### config.mk
export PLATFORM = sky130hd
export DESIGN_NAME = kernel_window_loader
export DESIGN_NICKNAME = d
export VERILOG_FILES = /design/src/rtl/kernel_pkg.sv /design/src/rtl/kernel_addr_gen.sv /design/src/rtl/kernel_window_loader.sv
export SDC_FILE = /design/constraint.sdc
export NUM_CORES = 1
export LEC_CHECK = 0
export CORE_UTILIZATION = 35
export DETAILED_ROUTE_END_ITERATION = 12
export PLACE_DENSITY = 0.58
export SLEW_MARGIN = 0
export SYNTH_ARGS = -nofsm -noshare
export SYNTH_HDL_FRONTEND = slang
export SYNTH_SLANG_ARGS = --single-unit
### constraint.sdc
create_clock -name clk -period 3 [get_ports clk]
set_input_delay 0.6 -clock clk [delete_from_list [all_inputs] [get_ports clk]]
set_output_delay 0.6 -clock clk [all_outputs]
set_load 0.005 [all_outputs]
### src/rtl/kernel_pkg.sv
// +----------------------------------------------------------------------------+
// | kernel_pkg: shared types for the 3x3 kernel window loader                  |
// | Rev 1.0                                                                    |
// +----------------------------------------------------------------------------+
`default_nettype none

package kernel_pkg;

  localparam int PIX_W = 8;
  localparam int WIN   = 3;

  typedef logic [WIN*PIX_W-1:0] row_t;
  typedef row_t window_t [0:WIN-1];

  typedef enum logic [1:0] {
    IDLE  = 2'd0,
    FETCH = 2'd1,
    DRAIN = 2'd2,
    VALID = 2'd3
  } kwl_state_t;

  typedef enum logic {
    FULL  = 1'b0,
    SLIDE = 1'b1
  } kwl_mode_t;

  // Row-major window index 0..8 split into row and column.
  function automatic logic [1:0] idx_row(input logic [3:0] idx);
    logic [1:0] r;
    if (idx < 4'd3)      r = 2'd0;
    else if (idx < 4'd6) r = 2'd1;
    else                 r = 2'd2;
    return r;
  endfunction

  function automatic logic [1:0] idx_col(input logic [3:0] idx);
    logic [1:0] c;
    case (idx)
      4'd0, 4'd3, 4'd6: c = 2'd0;
      4'd1, 4'd4, 4'd7: c = 2'd1;
      default:          c = 2'd2;
    endcase
    return c;
  endfunction

endpackage

`default_nettype wire

### src/rtl/kernel_addr_gen.sv
// +----------------------------------------------------------------------------+
// | kernel_addr_gen: walks window read addresses with incremental row offsets  |
// | Rev 1.0                                                                    |
// +----------------------------------------------------------------------------+
`default_nettype none

module kernel_addr_gen
  import kernel_pkg::*;
#(
  parameter int ADDR_W = 16
) (
  input  logic              clk,
  input  logic              rst,
  input  logic              load,
  input  logic              slide_load,
  input  logic              step,
  input  kwl_mode_t         mode,
  input  logic [ADDR_W-1:0] base_addr,
  input  logic [ADDR_W-1:0] stride,
  output logic [ADDR_W-1:0] mem_addr
);

  logic [ADDR_W-1:0] r_cur;
  logic [ADDR_W-1:0] r_stride;
  logic [ADDR_W-1:0] r_row_base;
  logic [ADDR_W-1:0] r_addr;
  logic [1:0]        r_col;
  logic [ADDR_W-1:0] w_next_row;

  assign w_next_row = r_row_base + r_stride;
  assign mem_addr   = r_addr;

  always_ff @(posedge clk) begin
    if (rst) begin
      r_cur      <= '0;
      r_stride   <= '0;
      r_row_base <= '0;
      r_addr     <= '0;
      r_col      <= 2'd0;
    end else if (load) begin
      r_cur      <= base_addr;
      r_stride   <= stride;
      r_row_base <= base_addr;
      r_addr     <= base_addr;
      r_col      <= 2'd0;
    end else if (slide_load) begin
      // New column sits at (cur+1)+2; only the rightmost pixel of each row is read.
      r_cur      <= r_cur + ADDR_W'(1);
      r_row_base <= r_cur + ADDR_W'(3);
      r_addr     <= r_cur + ADDR_W'(3);
      r_col      <= 2'd0;
    end else if (step) begin
      if (mode == SLIDE) begin
        r_row_base <= w_next_row;
        r_addr     <= w_next_row;
      end else if (r_col == 2'd2) begin
        r_col      <= 2'd0;
        r_row_base <= w_next_row;
        r_addr     <= w_next_row;
      end else begin
        r_col      <= r_col + 2'd1;
        r_addr     <= r_addr + ADDR_W'(1);
      end
    end
  end

endmodule

`default_nettype wire

### src/rtl/kernel_window_loader.sv
// +----------------------------------------------------------------------------+
// | kernel_window_loader: fetches a 3x3 pixel window into a valid/ack cache    |
// | Rev 1.0                                                                    |
// +----------------------------------------------------------------------------+
`default_nettype none

module kernel_window_loader
  import kernel_pkg::*;
#(
  parameter int ADDR_W = 16
) (
  input  logic              clk,
  input  logic              rst,
  input  logic              start,
  input  logic              slide,
  input  logic [ADDR_W-1:0] base_addr,
  input  logic [ADDR_W-1:0] stride,
  output logic              mem_rd,
  output logic [ADDR_W-1:0] mem_addr,
  input  logic [PIX_W-1:0]  mem_rdata,
  output window_t           cache,
  output logic              valid,
  input  logic              ack,
  output logic              busy
);

  kwl_state_t r_state;
  kwl_mode_t  r_mode;
  logic [3:0] r_idx;
  logic       r_rd;
  logic       r_cap_vld;
  logic [3:0] r_cap_idx;
  window_t    r_cache;

  logic       w_last;
  logic       w_load;
  logic       w_slide_load;
  logic       w_step;
  logic [1:0] w_cap_row;
  logic [4:0] w_cap_lsb;

  assign w_last       = (r_idx == ((r_mode == FULL) ? 4'd8 : 4'd2));
  assign w_load       = start && ((r_state == IDLE) || (r_state == VALID));
  assign w_slide_load = slide && !start && (r_state == VALID);
  assign w_step       = (r_state == FETCH) && !w_last;

  assign mem_rd = r_rd;
  assign valid  = (r_state == VALID);
  assign busy   = (r_state == FETCH) || (r_state == DRAIN);
  assign cache  = r_cache;

  kernel_addr_gen #(
    .ADDR_W (ADDR_W)
  ) u_addr_gen (
    .clk        (clk),
    .rst        (rst),
    .load       (w_load),
    .slide_load (w_slide_load),
    .step       (w_step),
    .mode       (r_mode),
    .base_addr  (base_addr),
    .stride     (stride),
    .mem_addr   (mem_addr)
  );

  always_ff @(posedge clk) begin
    if (rst) begin
      r_state <= IDLE;
      r_mode  <= FULL;
      r_idx   <= 4'd0;
      r_rd    <= 1'b0;
    end else begin
      case (r_state)
        IDLE: begin
          if (start) begin
            r_state <= FETCH;
            r_mode  <= FULL;
            r_idx   <= 4'd0;
            r_rd    <= 1'b1;
          end
        end
        FETCH: begin
          if (w_last) begin
            r_state <= DRAIN;
            r_rd    <= 1'b0;
          end else begin
            r_idx   <= r_idx + 4'd1;
          end
        end
        DRAIN: r_state <= VALID;
        VALID: begin
          if (start) begin
            r_state <= FETCH;
            r_mode  <= FULL;
            r_idx   <= 4'd0;
            r_rd    <= 1'b1;
          end else if (slide) begin
            r_state <= FETCH;
            r_mode  <= SLIDE;
            r_idx   <= 4'd0;
            r_rd    <= 1'b1;
          end else if (ack) begin
            r_state <= IDLE;
          end
        end
        default: r_state <= IDLE;
      endcase
    end
  end

  // Read data lands one cycle after the strobe, so capture follows a delayed index.
  always_comb begin
    w_cap_row = idx_row(r_cap_idx);
    case (idx_col(r_cap_idx))
      2'd0:    w_cap_lsb = 5'd16;
      2'd1:    w_cap_lsb = 5'd8;
      default: w_cap_lsb = 5'd0;
    endcase
  end

  always_ff @(posedge clk) begin
    if (rst) begin
      r_cap_vld <= 1'b0;
      r_cap_idx <= 4'd0;
      for (int i = 0; i < WIN; i++) begin
        r_cache[i] <= '0;
      end
    end else begin
      r_cap_vld <= r_rd;
      r_cap_idx <= r_idx;
      if (r_cap_vld) begin
        if (r_mode == FULL) begin
          r_cache[w_cap_row][w_cap_lsb +: PIX_W] <= mem_rdata;
        end else begin
          r_cache[r_cap_idx[1:0]] <= {r_cache[r_cap_idx[1:0]][2*PIX_W-1:0], mem_rdata};
        end
      end
    end
  end

endmodule

`default_nettype wire

==> results by group <==
Run status
  – Run status: finished clean

Layout
  – N_diodes: 0
  – P&R area growth vs syn: 27.8%
  – FILL cells: approximately 2,300
  – Layout cell share with drive strength beyond 1: ~7.7%
  – Final Util: between 40% and 50%
  – Register Area: 3020 um2
  – Fin cells: around 1,400
  – Nets: between 1,000 and 1,500
  – Multi-input gate area: 4860 um2

Clock tree
  – Clk_lat worst skew: 440 ps
  – Number of CTS-inserted buffers: 17
  – Worst-path clk slew: roughly 70 ps
  – Root cell of the clock tree: clkbuf_16
  – Max H-tree Level: 4
  – Clock Sinks: around 150
  – Cts hold-fix bufs: 0
  – Post-CTS setup buffers: 0
  – Post_cts resized: 0
  – Clock buffer depth: 2
  – CTS tree: built

Floorplan
  – Die width: 155 um
  – Row Count: 55
  – Initial Util: between 30% and 40%
  – Die Height: about 160 um
  – Die area: about 24,000 um2
  – Area of the core: 22,800 um2
  – # IOs: about 140

Synthesis
  – EDFF count, synth: 0
  – Synth Instances: 1,008
  – Synth cell types: 78
  – Seq/Total Area, Yosys: a little under two fifths
  – Asr flop ratio synth: 0%
  – Area share of the largest cell type after synthesis: 36.7%
  – Area of the mapped netlist: slightly above 8000 um2
  – Top FF cell, synth: dfxtp_1
  – Top cells by area, synth: dfxtp_1, nor2_1, a22oi_1, a21oi_1, nand2_1
  – Syn nets: roughly 1,100
  – Syn Area/Cell: between 8 and 9 um2
  – #FFs+latches synth: between 150 and 200
  – Yosys warns: 0
  – Leading area contributor after synthesis: dfxtp_1
  – Synth top cells by count: dfxtp_1, nor2_1, nand2_1

GRT
  – Gr usage total: approximately 22%
  – Number of global-route vias before repair: about 7,400
  – Initial antenna violation count: 0
  – First-pass GRT wire length: 41,500 um
  – Largest net degree at the start of global routing: 50
  – Total gr overflow: 0

Timing
  – Max Slew Vio Count: 0
  – Total Neg Setup Slack: 0 ps
  – Setup WS post-layout: approximately 450 ps
  – Highest Clock Rate: 392 MHz
  – Worst-Margin Slew: roughly 690 ps
  – Slew margin rel.: between 50% and 60%
  – Final Hold Viols: 0
  – Clock skew: between 10 and 15 ps
  – RSZ-0062 raised after global routing: false
  – Fin crit period: 2550 ps
  – Period utilization: 85.1%
  – Endpoints failing setup: 0
  – Fin Hold WS: 459 ps

Setup path
  – Startpoint types: flip-flop
  – Worst r2r src: u_addr_gen.r_row_base[7]
  – Worst-path maximum fanout: 5
  – Worst reg2reg endpoint: u_addr_gen.mem_addr[15]
  – Crit path DAT: between 2000 and 3000 ps
  – Worst EP required: 3290 ps
  – CP Class: flip-flop to flip-flop
  – Setup crit end kind: flip-flop
  – Worst Setup SP: u_addr_gen.r_row_base[7]
  – Reg-to-reg slack, setup: between 400 and 500 ps
  – Crit path to: u_addr_gen.mem_addr[15]
  – Reg2Reg Depth: 8

Place
  – Placed cell count: between 1,000 and 1,500
  – HPWL after DPL: slightly below 20,000 um
  – Worst slack, placed: between 300 and 400 ps
  – Port Buffers: 135
  – Placer Congestion: slightly above 0.9

Power
  – VDD IR max: about 360 uV
  – P_leak: ~4.0 nW
  – PD cells: 780 nW/um2

Drt
  – DRT Pass-1 Iters: 5
  – Routed Antenna Nets: 0
  – WL final: between 20,000 and 30,000 um
  – WL per Instance: between 15 and 20 um
  – 1st-iter DRT viols: around 750
  – DRC: 0
  – Avg Vias per Cell: between 5 and 6
  – Vias: between 7,000 and 8,000

Flow run
  – Maxcap violations: 0

Hold path
  – Min-delay worst type: flip-flop to flip-flop
-- placed cells by master (no fill, tap or decap), types with 21 or more instances in the layout --
cell type,instances
ha_1,24
clkdlybuf4s50_1,134
xnor2_1,27
nor2_1,151
buf_4,34
mux2i_1,30
nand3_1,21
nand2_1,81
a22oi_1,50
dfxtp_1,151
o21ai_0,46
a211oi_1,40
nor3_1,21
a21oi_1,64
-- area by class of cell --
cell class,count,area share (%)
Multi-Input combinational cell,769,46.2
Tap cell,313,3.72
Sequential cell,151,28.7
Inverter,16,0.571
Clock buffer,17,4.04
Clock inverter,15,1.60
Timing Repair Buffer,168,15.2
-- power by group --
group	leakage (nW)	switching [W]	internal, W	total (W)
logic	2.48	0.00184	0.00136	0.00320
clock network	0.293	0.00106	0.00113	0.00219
registers	1.23	0.000459	0.00237	0.00283
-- per-layer routing --
metal	GRT usage (%)	vias up	wire length (um)
met5	0	-	0
met4	6.63	0	436
met3	3.68	23	1560
met2	32.1	262	11200
met1	33.1	3799	13100
li1	-	3912	-
-- worst max-delay path, cell delays in order, from the launching register on --
cell and delay [ps]:
dfxtp_1 330, ha_1 350, a21o_1 210, a21oi_1 340, o21ai_0 270, o31ai_1 340
buf_4 190, mux2i_1 280, o32ai_1 110
-- state kept, by name, summed over array words and instances, names as in the netlist, 2 cells and up --
name,count
cache,72
u_addr_gen.mem_addr,16
u_addr_gen.r_cur,16
u_addr_gen.r_row_base,16
u_addr_gen.r_stride,16
r_cap_idx,4
r_idx,4
r_state,2
u_addr_gen.r_col,2
-- kinds of logic (layout without fill, tap and decap cells) --
family	count (synthesis)	in the layout	synth area share, %
AND/OR/NAND/NOR	359	359	20.6
AO/OA/AOI/OAI	311	311	26.2
flip-flops	151	151	36.7
buffers and inverters	88	216	4.32
XOR/XNOR	43	43	4.57
multiplexers	31	31	3.78
adder cells (fa/ha/maj)	25	25	3.89
-- how the worst min path moves through the flow --
stage,from,endpoint,slack [ps],cells after the start
2_1_floorplan,u_addr_gen.r_row_base[3],u_addr_gen.r_row_base[3],440,2
3_3_place_gp,u_addr_gen.r_row_base[4],u_addr_gen.r_row_base[4],450,2
3_5_place_dp,u_addr_gen.r_stride[4],u_addr_gen.r_stride[4],450,2
4_1_cts,u_addr_gen.r_stride[4],u_addr_gen.r_stride[4],460,2
5_1_grt,u_addr_gen.r_stride[9],u_addr_gen.r_stride[9],480,2
6_report,u_addr_gen.r_row_base[4],u_addr_gen.r_row_base[4],460,2
-- stage by stage --
stage	cell area, um2	power (W)
after floorplan	8230	0.00479
after global placement	9930	0.00598
after detailed placement	9930	0.00600
after CTS	10500	0.00819
after global routing	10500	0.00870
final	10500	0.00821
No activity file was read; power rests on OpenSTA's default activity.
